==> config.mk <==
export PLATFORM = sky130hd
export DESIGN_NAME = result_drain_unit
export DESIGN_NICKNAME = d
export VERILOG_FILES = /design/src/rtl/result_drain_unit.sv
export SDC_FILE = /design/constraint.sdc
export NUM_CORES = 1
export LEC_CHECK = 0
export ABC_CLOCK_PERIOD_IN_PS = 2900
export CAP_MARGIN = 40
export CORE_ASPECT_RATIO = 0.5
export CORE_MARGIN = 10
export CORE_UTILIZATION = 41
export DETAILED_ROUTE_END_ITERATION = 6
export GPL_ROUTABILITY_DRIVEN = 0
export PLACE_DENSITY = 0.66
export SETUP_SLACK_MARGIN = 0.02
export SLEW_MARGIN = 20
export SYNTH_ARGS = -nofsm -noshare
export SYNTH_HDL_FRONTEND = slang
export SYNTH_SLANG_ARGS = --single-unit
==> constraint.sdc <==
create_clock -name clk -period 2.9 [get_ports clk]
set_input_delay 0.87 -clock clk [delete_from_list [all_inputs] [get_ports clk]]
set_output_delay 0.87 -clock clk [all_outputs]
set_load 0.01 [all_outputs]
==> src/rtl/result_drain_unit.sv <==
// Result drain unit: reads N*N accelerator results, rounds/narrows them and streams them out through a credit-managed FIFO.
// Optional macro RESULT_DRAIN_SAT_EN selects saturation instead of wrap when narrowing.
module result_drain_unit #(
  parameter int N           = 4,
  parameter int ACCUM_WIDTH = 40,
  parameter int OUT_WIDTH   = 16,
  parameter int SHIFT       = 0,
  parameter int FIFO_DEPTH  = 4
) (
  input  logic                          clk,
  input  logic                          reset,
  input  logic                          acc_done,
  output logic [7:0]                    read_addr,
  input  logic signed [ACCUM_WIDTH-1:0] read_data_c,
  output logic                          out_valid,
  input  logic                          out_ready,
  output logic signed [OUT_WIDTH-1:0]   out_data,
  output logic [7:0]                    out_index,
  output logic                          out_last,
  output logic                          busy,
  output logic                          drain_done
);

  localparam int PW = $clog2(FIFO_DEPTH);
  localparam int CW = PW + 1;
  localparam logic [7:0] LAST = 8'(N * N - 1);
  localparam logic signed [ACCUM_WIDTH:0] RND =
    (SHIFT > 0) ? (ACCUM_WIDTH+1)'(1) << (SHIFT > 0 ? SHIFT - 1 : 0) : '0;
`ifdef RESULT_DRAIN_SAT_EN
  localparam logic signed [ACCUM_WIDTH:0] SAT_MAX =
    $signed(((ACCUM_WIDTH+1)'(1) << (OUT_WIDTH - 1)) - (ACCUM_WIDTH+1)'(1));
  localparam logic signed [ACCUM_WIDTH:0] SAT_MIN = ~SAT_MAX;
`endif

  // Round half up, arithmetic shift, then saturate or wrap to the output width.
  function automatic logic signed [OUT_WIDTH-1:0] round_narrow(
    input logic signed [ACCUM_WIDTH-1:0] x
  );
    logic signed [ACCUM_WIDTH:0] sh;
    sh = ($signed({x[ACCUM_WIDTH-1], x}) + RND) >>> SHIFT;
`ifdef RESULT_DRAIN_SAT_EN
    if (sh > SAT_MAX) return OUT_WIDTH'(SAT_MAX);
    if (sh < SAT_MIN) return OUT_WIDTH'(SAT_MIN);
    return OUT_WIDTH'(sh);
`else
    return OUT_WIDTH'(sh);
`endif
  endfunction

  typedef enum logic [1:0] {IDLE, ISSUE, FLUSH} state_t;

  state_t                       state_q, state_d;
  logic                         acc_prev;
  logic                         start, issue_en, push, pop;
  logic [7:0]                   addr_cnt;
  logic                         vld_p0, vld_p1;
  logic [7:0]                   idx_p1;
  logic [CW-1:0]                count, occ;
  logic [PW-1:0]                wr_ptr, rd_ptr;
  logic signed [OUT_WIDTH-1:0]  fifo_data [FIFO_DEPTH];
  logic [7:0]                   fifo_idx  [FIFO_DEPTH];

  // Credit: entries held plus reads still in the pipe must leave room for every issued read.
  assign occ  = count + CW'(vld_p0) + CW'(vld_p1);
  assign push = vld_p1;
  assign pop  = out_valid && out_ready;

  always_comb begin
    state_d  = state_q;
    start    = 1'b0;
    issue_en = 1'b0;
    case (state_q)
      IDLE: begin
        if (acc_done && !acc_prev) begin
          start   = 1'b1;
          state_d = ISSUE;
        end
      end
      ISSUE: begin
        if (occ < CW'(FIFO_DEPTH)) begin
          issue_en = 1'b1;
          if (addr_cnt == LAST) state_d = FLUSH;
        end
      end
      FLUSH: begin
        if (pop && out_last) state_d = IDLE;
      end
      default: state_d = IDLE;
    endcase
  end

  always_ff @(posedge clk or posedge reset) begin
    if (reset) begin
      state_q    <= IDLE;
      acc_prev   <= 1'b1;
      addr_cnt   <= '0;
      read_addr  <= '0;
      vld_p0     <= 1'b0;
      vld_p1     <= 1'b0;
      count      <= '0;
      wr_ptr     <= '0;
      rd_ptr     <= '0;
      drain_done <= 1'b0;
    end else begin
      state_q  <= state_d;
      acc_prev <= acc_done;
      if (start)         addr_cnt <= '0;
      else if (issue_en) addr_cnt <= addr_cnt + 8'd1;
      if (issue_en) read_addr <= addr_cnt;
      // p0: address on the memory bus; p1: its data on read_data_c
      vld_p0     <= issue_en;
      vld_p1     <= vld_p0;
      count      <= count + CW'(push) - CW'(pop);
      wr_ptr     <= wr_ptr + PW'(push);
      rd_ptr     <= rd_ptr + PW'(pop);
      drain_done <= pop && out_last;
    end
  end

  always_ff @(posedge clk) begin
    idx_p1 <= read_addr;
    if (push) begin
      fifo_data[wr_ptr] <= round_narrow(read_data_c);
      fifo_idx[wr_ptr]  <= idx_p1;
    end
  end

  assign out_valid = (count != '0);
  assign out_data  = out_valid ? fifo_data[rd_ptr] : '0;
  assign out_index = out_valid ? fifo_idx[rd_ptr] : '0;
  assign out_last  = out_valid && (fifo_idx[rd_ptr] == LAST);
  assign busy      = (state_q != IDLE);

endmodule

==> results.txt, run 1 <==
The flow ran to the end, but the final reports show violations. The final reports fail on setup timing. The clock transition at the registers of the reported paths came out at 0.05 ns. The sum of overflow across all layers after global routing is 0. The share of the clock period used by the worst path after layout came out at 104.9%. In the synthesized netlist the dominant register cell turns out to be sky130_fd_sc_hd__edfxtp_1.

Measured along the x axis, the die boundary spans 178.8 um. The startpoint identified for the worst hold timing path is vld_p0. The iteration-0 DRC count of the detailed router is 142. The number of cells on the worst hold path came out at 0. The die is 99.41 um tall. The final standard cell area without fillers is 0.006755 mm2. The aggregate negative setup slack came out at -0.7249 ns. The number of hold-repair buffers added at the cts stage came out at 0.

The worst hold path terminates at push. The worst min-delay path class is reg2reg. The number of buffers and inverters on the critical path is 4.

The count of vias placed by the detailed router came out at 2810. The final standard cell count with taps included and fillers excluded is 577. The sort of element at the end of the critical path is an output port.

Clock latency on the worst-skew pair, taken at its later pin, is 0.41 ns. In the final routed layout, each cell accounts on average for 17.34 um. The total wire length is 10010 um.

On the final layout, the worst clock skew is 0.008264 ns. The cell chosen for the clock root is sky130_fd_sc_hd__clkbuf_16. The maximum clock frequency came out at 0.3288 GHz. The total power is 7.855 mW. The mux share of post-synthesis cell area came out at 10.94%. Walking the worst path, the cells encountered are buf_4 > buf_8 > buf_4 > mux4_2 > nand2_1 > or2_1 > nor2_1 > buf_2. The overall routing resource usage came out at 11.81%. The synthesized netlist cell count is 296. The H-tree was split into 4 levels. The number of violations of the max-capacitance limit is 0. Along the worst path, the maximum fanout reaches 6.

The slowest cell on the critical path is sky130_fd_sc_hd__dfrtp_2. The count of input and output buffers came out at 55. The worst register-to-register path begins at count[2]. By area, the combinational part of the netlist is dominated by multiplexers.

The fraction of synthesis flops using an asynchronous set or reset pin is 21.80%. The number of antenna violations at the first check in global routing was 0. The flip-flop and latch count after synthesis is 133. The initialized floorplan defines 28 standard-cell rows.

The area share of and/or/nand/nor cells after synthesis is 9.245%. The filler cell count in the final layout is 924. The arrival time at the worst endpoint is 2.17 ns. The critical path startpoint category is a flip-flop. The number of buffers inserted during clock tree synthesis is 17.

The number of synthesis warnings came out at 0. The total power density per cell area is 1163 mW/mm2. Setup violations remaining at the end of the flow were counted as 14. The number of nets in the layout came out at 450. The post-route netlist has 34.71% of its cells at a drive strength greater than 1. The buffer levels on the longest clock path came out at 2. The total DRC errors in the routed layout came out at 0.

The flip-flop and latch area is 0.003774 mm2. The area of the die is 0.01777 mm2. The number of enable flip-flop cells after synthesis is 96.

The distinct cell type count of the synthesized netlist is 45. The antenna violation net count after detailed routing is 0. For this design the static power due to leakage is 2.570 nW.

The setup check on the worst reg-to-reg path leaves a slack of 0.53 ns. The via count of the first global-routing pass is 3075. The CTS tree is yes.

The boundary pin count came out at 80. The initial cell density of the core came out at 42.90%. The reg-to-reg critical path endpoint is count[2]. The required time of the critical path is 2.03 ns. The synthesized area divided by synthesized cell count came out at 17.47 um2. The measured slew at the worst slew-check pin is 0.6286 ns. In this design, the largest share of critical-path delay is due to buffers and inverters. The number of inserted diodes is 0. The share of the yosys chip area belonging to registers came out at 72.92%. The delay contributed by the slowest stage of the critical path came out at 0.43 ns. The critical path class is reg2out. The number of hold violations in the final report came out at 0. In the post-route analysis, the smallest setup slack over all paths is -0.1414 ns.

The maximum number of pins on one net before global-route repair came out at 30. The post-synth design cell area came out at 0.005170 mm2. The layout-stage area growth over the synthesis result came out at 30.66%. The multi-input logic area is 0.001328 mm2.

The worst-case headroom to the max-slew limit is 58.09%. The count of clock tree sinks came out at 133. The depth of the worst register-to-register path is 8.

The first-pass detailed-route iteration total is 6. The final critical path time including I/O delays and setup came out at 3.041 ns. The post-synthesis compound-gate area fraction came out at 2.275%. The max-slew violation total from the final report came out at 0. Summing the areas of all fa, ha and maj instances in the mapped netlist gives 1.839% of the synthesized area. The cell area reported after detailed placement is 0.006027 mm2.

The cell that appears most often on the critical path is sky130_fd_sc_hd__buf_4. The via density per instance is 4.870. The number of nets produced by synthesis came out at 347. The total placed cells including tap cells came out at 525.

Setup repair after global routing could not meet its margin everywhere. The core area came out at 0.01205 mm2. The worst supply voltage drop on vdd is 0.4626 mV. Cells fill 56.05% of the core in the end.

The xor-xnor portion of the synthesized cell area came out at 0.8470%. The sum of net half-perimeters after detailed placement is 6616 um. Hold timing on the final database bottoms out at a slack of 0.4001 ns.

OpenSTA, run right after detailed placement, puts the worst setup slack at -0.2100 ns. The global-route wire length before repair came out at 16210 um.
[layer usage]
layer	vias to the layer above	global-route usage (%)	routed length (um)
li1	1332	-	-
met4	0	5.117	130
met2	48	19.98	5206
met5	-	0	0
met1	1419	13.44	4290
met3	11	4.038	380
[cell families (layout without fill, tap and decap cells)]
kind of cell	Yosys count	count (layout)
compound gates	18	18
xor+xnor	5	5
fa+ha+maj	7	7
buf+inv	21	137
flops	133	133
mux	25	25
simple gates	87	87
[sequential cells by signal, summed over array words and instances, names as in the netlist, 2 cells and up]
register / count
idx_p1: 8
state_q: 2
rd_ptr: 2
count: 3
fifo_data: 64
wr_ptr: 2
fifo_idx: 32
addr_cnt: 8
read_addr: 8
[cell usage in the layout (no fill, tap or decap), types with 4 or more instances in the layout]
| master | instances |
|---|---|
| sky130_fd_sc_hd__dfrtp_1 | 25 |
| sky130_fd_sc_hd__clkdlybuf4s50_1 | 29 |
| sky130_fd_sc_hd__edfxtp_1 | 96 |
| sky130_fd_sc_hd__clkinvlp_4 | 4 |
| sky130_fd_sc_hd__a21oi_1 | 6 |
| sky130_fd_sc_hd__buf_2 | 9 |
| sky130_fd_sc_hd__ha_1 | 6 |
| sky130_fd_sc_hd__clkbuf_16 | 17 |
| sky130_fd_sc_hd__and2_4 | 12 |
| sky130_fd_sc_hd__and2_1 | 11 |
| sky130_fd_sc_hd__clkbuf_2 | 6 |
| sky130_fd_sc_hd__buf_6 | 12 |
| sky130_fd_sc_hd__dfxtp_1 | 8 |
| sky130_fd_sc_hd__inv_1 | 9 |
| sky130_fd_sc_hd__or3_1 | 4 |
| sky130_fd_sc_hd__dlygate4sd2_1 | 4 |
| sky130_fd_sc_hd__nand2_1 | 33 |
| sky130_fd_sc_hd__buf_4 | 28 |
| sky130_fd_sc_hd__clkinv_2 | 5 |
| sky130_fd_sc_hd__mux4_2 | 24 |
| sky130_fd_sc_hd__o21ai_0 | 5 |
[worst reg2reg max path, cell delays in order, from the launching register on]
cell	delay, ns
sky130_fd_sc_hd__dfrtp_1	0.42
sky130_fd_sc_hd__or3_4	0.45
sky130_fd_sc_hd__and2_1	0.22
sky130_fd_sc_hd__ha_1	0.28
sky130_fd_sc_hd__inv_1	0.04
sky130_fd_sc_hd__ha_1	0.18
sky130_fd_sc_hd__fa_1	0.37
sky130_fd_sc_hd__xor2_1	0.17
sky130_fd_sc_hd__xnor2_1	0.13
[synthesized netlist by cell type (all sizes together) (3+ instances only)]
master | count | area [um2]
ha | 6 | 75.07
xor2 | 3 | 26.28
o21ai | 6 | 30.02
nand2 | 33 | 123.9
mux4 | 24 | 555.5
or4 | 3 | 23.77
and2 | 24 | 151.4
dfxtp | 8 | 160.2
clkbuf | 4 | 15.01
or3 | 6 | 42.54
edfxtp | 96 | 2883
a21oi | 6 | 30.03
dfrtp | 28 | 700.7
nand3 | 3 | 15.01
or2 | 3 | 18.77
nor2 | 4 | 15.01
buf | 8 | 51.29
inv | 9 | 33.78
[area by class of cell]
class                   count  share of cell area [%]
clock buffers              17                   6.297
flip-flops and latches    133                   55.86
well taps                 165                   3.056
clock inverters            15                   1.685
multi-input cells         142                   19.65
inverters                   9                  0.5001
repair buffers             96                   12.95
[what timing repair did]
action                     4_1_cts  5_1_grt
pin swaps                        5        2
setup endpoints to repair       26       25
cloned                           0        0
setup buffers                   16        6
gates resized for setup         95       30
[power by group]
group / switching, mW / internal (mW) / total (mW)
registers: 0.272 / 2.65 / 2.93
logic: 1.37 / 1.65 / 3.02
clock network: 0.750 / 1.16 / 1.91
total: 2.39 / 5.47 / 7.86
[worst max-delay path by stage]
stage | startpoint | endpoint | cells past startpoint
2_1_floorplan | push | fifo_data[0][0] | 1
3_3_place_gp | rd_ptr[0] | out_last | 6
3_5_place_dp | rd_ptr[0] | out_last | 6
4_1_cts | rd_ptr[0] | out_last | 6
5_1_grt | rd_ptr[0] | out_last | 6
6_report | rd_ptr[0] | out_last | 8
(Power assumes the default switching activity.)
==> run 2, diff against run 1 <==
- TNS_END_PERCENT: not set -> 20
==> run 2 against run 1 <==
The run still ends with setup timing left. Combinational power is 6% lower. Cell area is 1.4% lower. Non-clock buffer count fell by 8. Critical path depth down 2. Clock skew down 0.0026 ns. Fmax is essentially flat. Critical path type unchanged.
==> results.txt, run 2 (same netlist as run 1, synthesis figures left out) <==
Setup repair after global routing could not meet its margin everywhere. The required time of the critical path is 2.03 ns. The number of rows created at floorplan came out at 28. For this run, design rule violations remaining after detail routing come to 0.

The number of nets in the layout is 442. Of all nets on the critical path, the largest fanout is 3. The share of the clock period used by the worst path after layout is 104.9%. The worst setup path is launched from a flip-flop. In this run the worst hold path is classified as reg2reg.

STA classifies the critical path endpoint as an output port. The maximum number of pins on one net before global-route repair came out at 30. In the layout the commonest cells are 96 x sky130_fd_sc_hd__edfxtp_1, 33 x sky130_fd_sc_hd__nand2_1, 29 x sky130_fd_sc_hd__clkdlybuf4s50_1. The sum of net half-perimeters after detailed placement is 6616 um.

The met3 wirelength from detailed routing is 373 um. Setup violations remaining at the end of the flow were counted as 9. The antenna violation net count after detailed routing is 0. The count of clock tree sinks is 133. The via count of the first global-routing pass is 3040. The maximum clock frequency came out at 0.3289 GHz. The leakage power figure is 2.516 nW. In this run the critical register-to-register path is launched from count[2]. The iteration-0 DRC count of the detailed router came out at 106. In this run the deepest clock path goes through 2 buffers. The source of the worst hold timing path is vld_p0.

Routed signal wires occupy layers up through met4. The clock tree synthesis step divided the H-tree into 4 levels. The floorplan step defined a core boundary enclosing 0.01205 mm2. The met1 layer wirelength in the final routing came out at 4350 um. The max-slew violation total from the final report is 0.

The worst supply voltage drop on vdd came out at 0.4637 mV. The overall routing resource usage came out at 11.75%. The number of violations of the max-capacitance limit came out at 0.

The number of flip-flops under the largest register name came out at 64. The total power density per cell area is 1154 mW/mm2. In the detailed route, the total length drawn on met2 is 5110 um.

The area of the die came out at 0.01777 mm2. The number of hold violations in the final report came out at 0. The critical path is of the reg2out type. The checks that failed: setup timing. The clock transition at the registers of the reported paths came out at 0.05 ns. The final critical path time including I/O delays and setup came out at 3.041 ns.

Once layout is complete, the cells apart from fillers number 569. Compared with the post-synthesis result, the final layout area differs by 28.85%. The die is 178.8 um wide.

The final standard cell area without fillers is 0.006661 mm2. In this run, post-CTS hold repair placed 0 buffers. The via density per instance came out at 4.851. OpenSTA, run right after detailed placement, puts the worst setup slack at -0.2100 ns. Dividing the detail-routed wire length by the instance count gives 17.50 um.

The library cell used most frequently in the layout, excluding fill and tap cells, is sky130_fd_sc_hd__edfxtp_1. The worst-case headroom to the max-slew limit is 57.57%. The source-to-sink clock delay at the later pin of the worst-skew pair is 0.41 ns. The cell area reported after detailed placement is 0.006027 mm2. The register ranked first by flip-flop count is fifo_data. Setup slack on the critical path of the routed design comes to -0.1407 ns. At the pin with the least slew margin, the transition time is 0.6362 ns.

The initial cell density of the core came out at 42.90%. In this run the count of I/O pins placed on the die edge is 80. The cell chosen for the clock root is sky130_fd_sc_hd__clkbuf_16. Before antenna repair, the detailed router went through 5 iterations. TritonCTS built the clock tree. TritonCTS created 17 clock buffers. In the final layout, the registers with the most flip-flops are fifo_data (64), fifo_idx (32).

The post-route netlist has 32.43% of its cells at a drive strength greater than 1. The global-route wire length before repair came out at 16090 um. The total placed cells including tap cells is 525.

The sum of overflow across all layers after global routing is 0. Detailed routing inserted a total of 2760 vias. In this run the vertical extent of the chip is 99.41 um. Tracing the worst setup path back leads to its startpoint at rd_ptr[0]. Counting the fill cells in the layout gives 939. The repair_antennas step left the layout with diodes totalling 0.

The number of antenna violations at the first check in global routing came to 0. The count of input and output buffers is 55. The final clock skew came out at 0.005636 ns. The flow ran to the end, but the final reports show violations. After detailed routing, the total wire length is 9955 um. The arrival time at the worst endpoint is 2.17 ns.
[run 2: what timing repair did]
action	in CTS	in global routing
endpoints found under the setup margin	26	24
gates resized for setup	88	26
pin swaps	4	1
buffers inserted	10	3
[run 2: path summary, 6_finish.rpt]
check / end / slack [ns] / cells after the start
max in group asynchronous: acc_prev / 1.75 / 3
min in group asynchronous: wr_ptr[1] / 0.83 / 3
worst min-delay path: push / 0.40 / 0
worst max-delay path: out_last / -0.14 / 6
worst max register to register: count[2] / 0.53 / 8
worst min register to register: push / 0.40 / 0
[run 2: stage by stage]
stage | setup TNS (ns) | hold WS (ns) | power [mW] | utilization (%)
floorplan | 0 | 0.3748 | 4.459 | -
global placement | -1.183 | 0.3878 | 5.619 | 50.01
detailed placement | -1.338 | 0.3908 | 5.709 | 50.01
CTS | -0.3548 | 0.4017 | 7.701 | 55.20
global route | -1.398 | 0.4105 | 8.145 | 55.27
finish | -0.5870 | 0.4006 | 7.684 | 55.27
[run 2: report_power, final]
part           leakage [nW]  switching (mW)  internal, mW
Sequential             1.31           0.282          2.65
Clock                 0.258           0.755          1.16
Combinational         0.945            1.32          1.51
Total                  2.52            2.36          5.32
[run 2: area by class of cell]
class                      instances  area (um2)  share of cell area [%]
sequential                       133        3774                   56.65
multi-input combinational        142        1318                   19.78
timing repair buffer              88       790.8                   11.87
clock buffer                      17       425.4                   6.386
tap                              165       206.4                   3.099
clock inverter                    15       113.9                   1.709
inverter                           9       33.78                  0.5071
[run 2: metal layers]
| layer | vias up | GRT usage, % |
|---|---|---|
| met1 | 1395 | 13.41 |
| met4 | 0 | 5.117 |
| met2 | 42 | 19.78 |
| li1 | 1314 | - |
| met5 | - | 0 |
| met3 | 9 | 4.038 |
[run 2: critical path, cell delays in order (launching register included)]
cell and delay [ns]:
sky130_fd_sc_hd__dfrtp_2 0.40, sky130_fd_sc_hd__buf_12 0.11, sky130_fd_sc_hd__mux4_2 0.49, sky130_fd_sc_hd__nand4b_1 0.25, sky130_fd_sc_hd__or2_1 0.26, sky130_fd_sc_hd__nor2_1 0.10, sky130_fd_sc_hd__buf_2 0.15
==> run 3, diff against run 2 <==
- CORE_MARGIN: 10 -> not set
- RECOVER_POWER: not set -> 25
- TNS_END_PERCENT: 20 -> 50
==> run 3 against run 2 <==
The flow finishes with violations (capacitance limit, slew limit, setup timing). Via count is 0.80% higher. Critical path depth unchanged. Register-to-register slack hardly changed. Fmax down 0.91%. Setup slack got worse by 0.028 ns. Critical path type unchanged. Critical endpoint unchanged. Largest power group unchanged.
==> results.txt, run 3 (same netlist as run 1, synthesis figures left out) <==
Broken down by cell family, the worst path's largest delay share belongs to simple AND/OR/NAND/NOR gates. Sequential cells account for 36.2% of the total power. The number of rows created at floorplan came out at 28. The most common cell after layout, fill and taps aside is sky130_fd_sc_hd__edfxtp_1.

The number of buffers inserted during clock tree synthesis is 17. The source of the worst hold timing path is vld_p0. The delay contributed by the slowest stage of the critical path is 0.50 ns. With fillers left out, the area of the finished cells amounts to 0.006785 mm2.

In this run the critical register-to-register path is launched from push. The initial cell density of the core is 42.90%. The critical path starts at rd_ptr[0].

Final hold analysis gives a worst-case slack of 0.3921 ns. The global-route wire length before repair came out at 15420 um. The final clock skew came out at 0.006882 ns. The critical path startpoint category is a flip-flop.

The combinational share of power came out at 36.1%. Routed signal wires occupy layers up through met4. In this run the horizontal extent of the chip is 160.8 um. The source-to-sink clock delay at the later pin of the worst-skew pair came out at 0.41 ns.

The CTS tree is yes. The boundary pin count came out at 80. The clock transition at the registers of the reported paths came out at 0.06 ns.

Ranked by flip-flop count, first place goes to fifo_data. The area of the die came out at 0.01309 mm2. The iteration-0 DRC count of the detailed router is 125.

The measured slew at the worst slew-check pin is 1.587 ns. The share of power burned in the clock network is 27.6%. Setup violations remaining at the end of the flow were counted as 2. The leakage power figure came out at 2.573 nW. The number of antenna violations at the first check in global routing came out at 0. For hold timing, the worst endpoint is push.

Setup repair after global routing could not meet its margin everywhere. The via count of the first global-routing pass is 2919. The number of violations of the max-capacitance limit came out at 1. The total power density per cell area is 1194 mW/mm2.

The count of clock tree sinks came out at 133. The met3 wirelength from detailed routing came out at 300 um. The overall routing resource usage is 16.14%. The share of the clock period used by the worst path after layout is 105.8%. The required time of the critical path came out at 2.03 ns.

Across the whole layout, storage elements account for 0.003772 mm2. Leaving out fill and tap cells, the most frequent cells in the layout are 96 x sky130_fd_sc_hd__edfxtp_1, 33 x sky130_fd_sc_hd__nand2_1, 26 x sky130_fd_sc_hd__dfrtp_1. Walking the worst path, the cells encountered are buf_6 > mux4_2 > nand4b_1 > or2_1 > nor2_1 > buf_2. The internal power is 5.677 mW. The largest individual stage delay along the critical path comes from the cell sky130_fd_sc_hd__mux4_2.

Buffers placed on the I/O ports in this run total 55. The total DRC errors in the routed layout is 0. The number of H-tree branching levels is 4.

The worst hold path belongs to the class reg2reg. For the worst flop-to-flop path, the logic depth is 5. The count of vias placed by the detailed router is 2782. The root buffer cell chosen for the clock tree is sky130_fd_sc_hd__clkbuf_16.

The via density per instance came out at 4.864. The maximum clock frequency is 0.3259 GHz. The vertical extent of the die is 81.41 um. The worst-case headroom to the max-slew limit came out at -5.787%.

The maximum fanout encountered on the critical timing path is 3. The number of hold violations in the final report came out at 0. The number of nets in the layout is 445. The reg2reg setup slack is 0.53 ns. Net switching is 29.95% of the power. The maximum number of pins on one net before global-route repair is 30. The total area inside the core boundary comes to 0.01205 mm2. The final reports fail on capacitance limit, slew limit, setup timing. The average wire length per cell after detail routing came out at 16.97 um.

The sum of net half-perimeters after detailed placement came out at 6118 um. The worst supply voltage drop on vdd came out at 0.6026 mV. The largest registers in the layout are fifo_data (64), fifo_idx (32).

The final critical path time including I/O delays and setup is 3.069 ns. The switching component of the power is 2.427 mW. The share of final-layout standard cells stronger than drive strength 1 came out at 33.17%. The final worst setup slack is -0.1686 ns. The multi-input logic area came out at 0.001316 mm2. The longest clock path from root to sink contains 2 buffers.

Together, buffers and inverters on the worst path number 2. The filler cell count in the final layout came out at 933. After detailed routing, the met2 layer carries 5027 um of wire. STA classifies the critical path endpoint as an output port.

The antenna violation net count after detailed routing is 0. After global routing the overflow that remains totals 0. The first TritonRoute pass finished after 6 iterations.

The worst hold path was traced through 0 stages. The register with the most flip-flops in the layout has 64 of them. The flow ran to the end, but the final reports show violations.

STA puts the critical path data arrival time at 2.20 ns. The layout-stage area growth over the synthesis result is 31.24%. By startpoint and endpoint, the worst setup path is classified as reg2out. The number of inserted diodes came out at 0. In this run the cell area measured after placement is 0.006020 mm2.

In the final timing run, aggregate negative setup slack is -0.1798 ns. The max-slew violation total from the final report is 30. The reg-to-reg critical path endpoint is addr_cnt[7].

Hold repair after CTS inserted 0 buffers. The total wire length came out at 9704 um. The met1 layer wirelength in the final routing is 4270 um.
## run 3: cell types whose count changed in the layout (fill, tap and decap cells not counted), moves of 3 or more
| cell | change |
|---|---|
| sky130_fd_sc_hd__buf_4 | -5 |
| sky130_fd_sc_hd__buf_2 | -3 |
| sky130_fd_sc_hd__dlygate4sd3_1 | +8 |
| sky130_fd_sc_hd__clkinv_2 | -5 |
| sky130_fd_sc_hd__buf_6 | +11 |
| sky130_fd_sc_hd__dlygate4sd2_1 | -3 |
| sky130_fd_sc_hd__clkdlybuf4s50_1 | -8 |
| sky130_fd_sc_hd__clkbuf_2 | +4 |
| sky130_fd_sc_hd__bufinv_16 | +3 |
## run 3: per-layer routing
layer  global-route usage (%)  up-vias
met1                    19.44     1412
met5                        0        -
met4                    6.509        0
met2                    28.14       47
li1                         -     1311
met3                    4.392       12
## run 3: power by group through the flow
stage          sequential, mW  clock, mW  combinational [mW]
6_report                 2.94       2.24                2.93
5_1_grt                  3.00       2.37                3.19
4_1_cts                  2.94       2.27                2.80
3_5_place_dp             2.97          0                2.70
3_3_place_gp             2.93          0                2.63
2_1_floorplan            2.88          0                1.58
## run 3: area by class of cell
class / count / area share (%)
timing repair buffer: 91 / 12.21
multi-input combinational: 142 / 19.40
sequential: 133 / 55.60
clock inverter: 15 / 2.987
tap: 165 / 3.043
clock buffer: 17 / 6.270
inverter: 9 / 0.4979
## run 3: worst reg2reg max path: stages, from the launching register on
cell                      delay, ns
sky130_fd_sc_hd__dfrtp_1       0.46
sky130_fd_sc_hd__ha_1          0.35
sky130_fd_sc_hd__a21o_1        0.18
sky130_fd_sc_hd__a221o_1       0.58
sky130_fd_sc_hd__or4_1         0.59
sky130_fd_sc_hd__a21oi_1       0.16
## run 3: how the worst max path moves through the flow
stage / end / depth (start not counted)
3_5_place_dp: out_last / 6
5_1_grt: out_last / 6
2_1_floorplan: fifo_data[0][0] / 1
3_3_place_gp: out_last / 6
4_1_cts: out_last / 6
6_report: out_last / 6
## run 3: what timing repair did
item,4_1_cts,5_1_grt
cloned,0,0
pin swaps,4,6
hold endpoints to repair,0,0
buffers inserted,12,5
setup endpoints to repair,26,23
gates resized for setup,82,43
## run 3: stage by stage
stage | setup WS, ns | power [mW] | instances | utilization, %
CTS | -0.1707 | 8.012 | 568 | 56.03
detailed placement | -0.1610 | 5.672 | 524 | 49.95
global placement | -0.1529 | 5.563 | 524 | 49.95
global route | -0.2382 | 8.556 | 572 | 56.30
floorplan | 0.2051 | 4.459 | 296 | -
finish | -0.1686 | 8.104 | 572 | 56.30
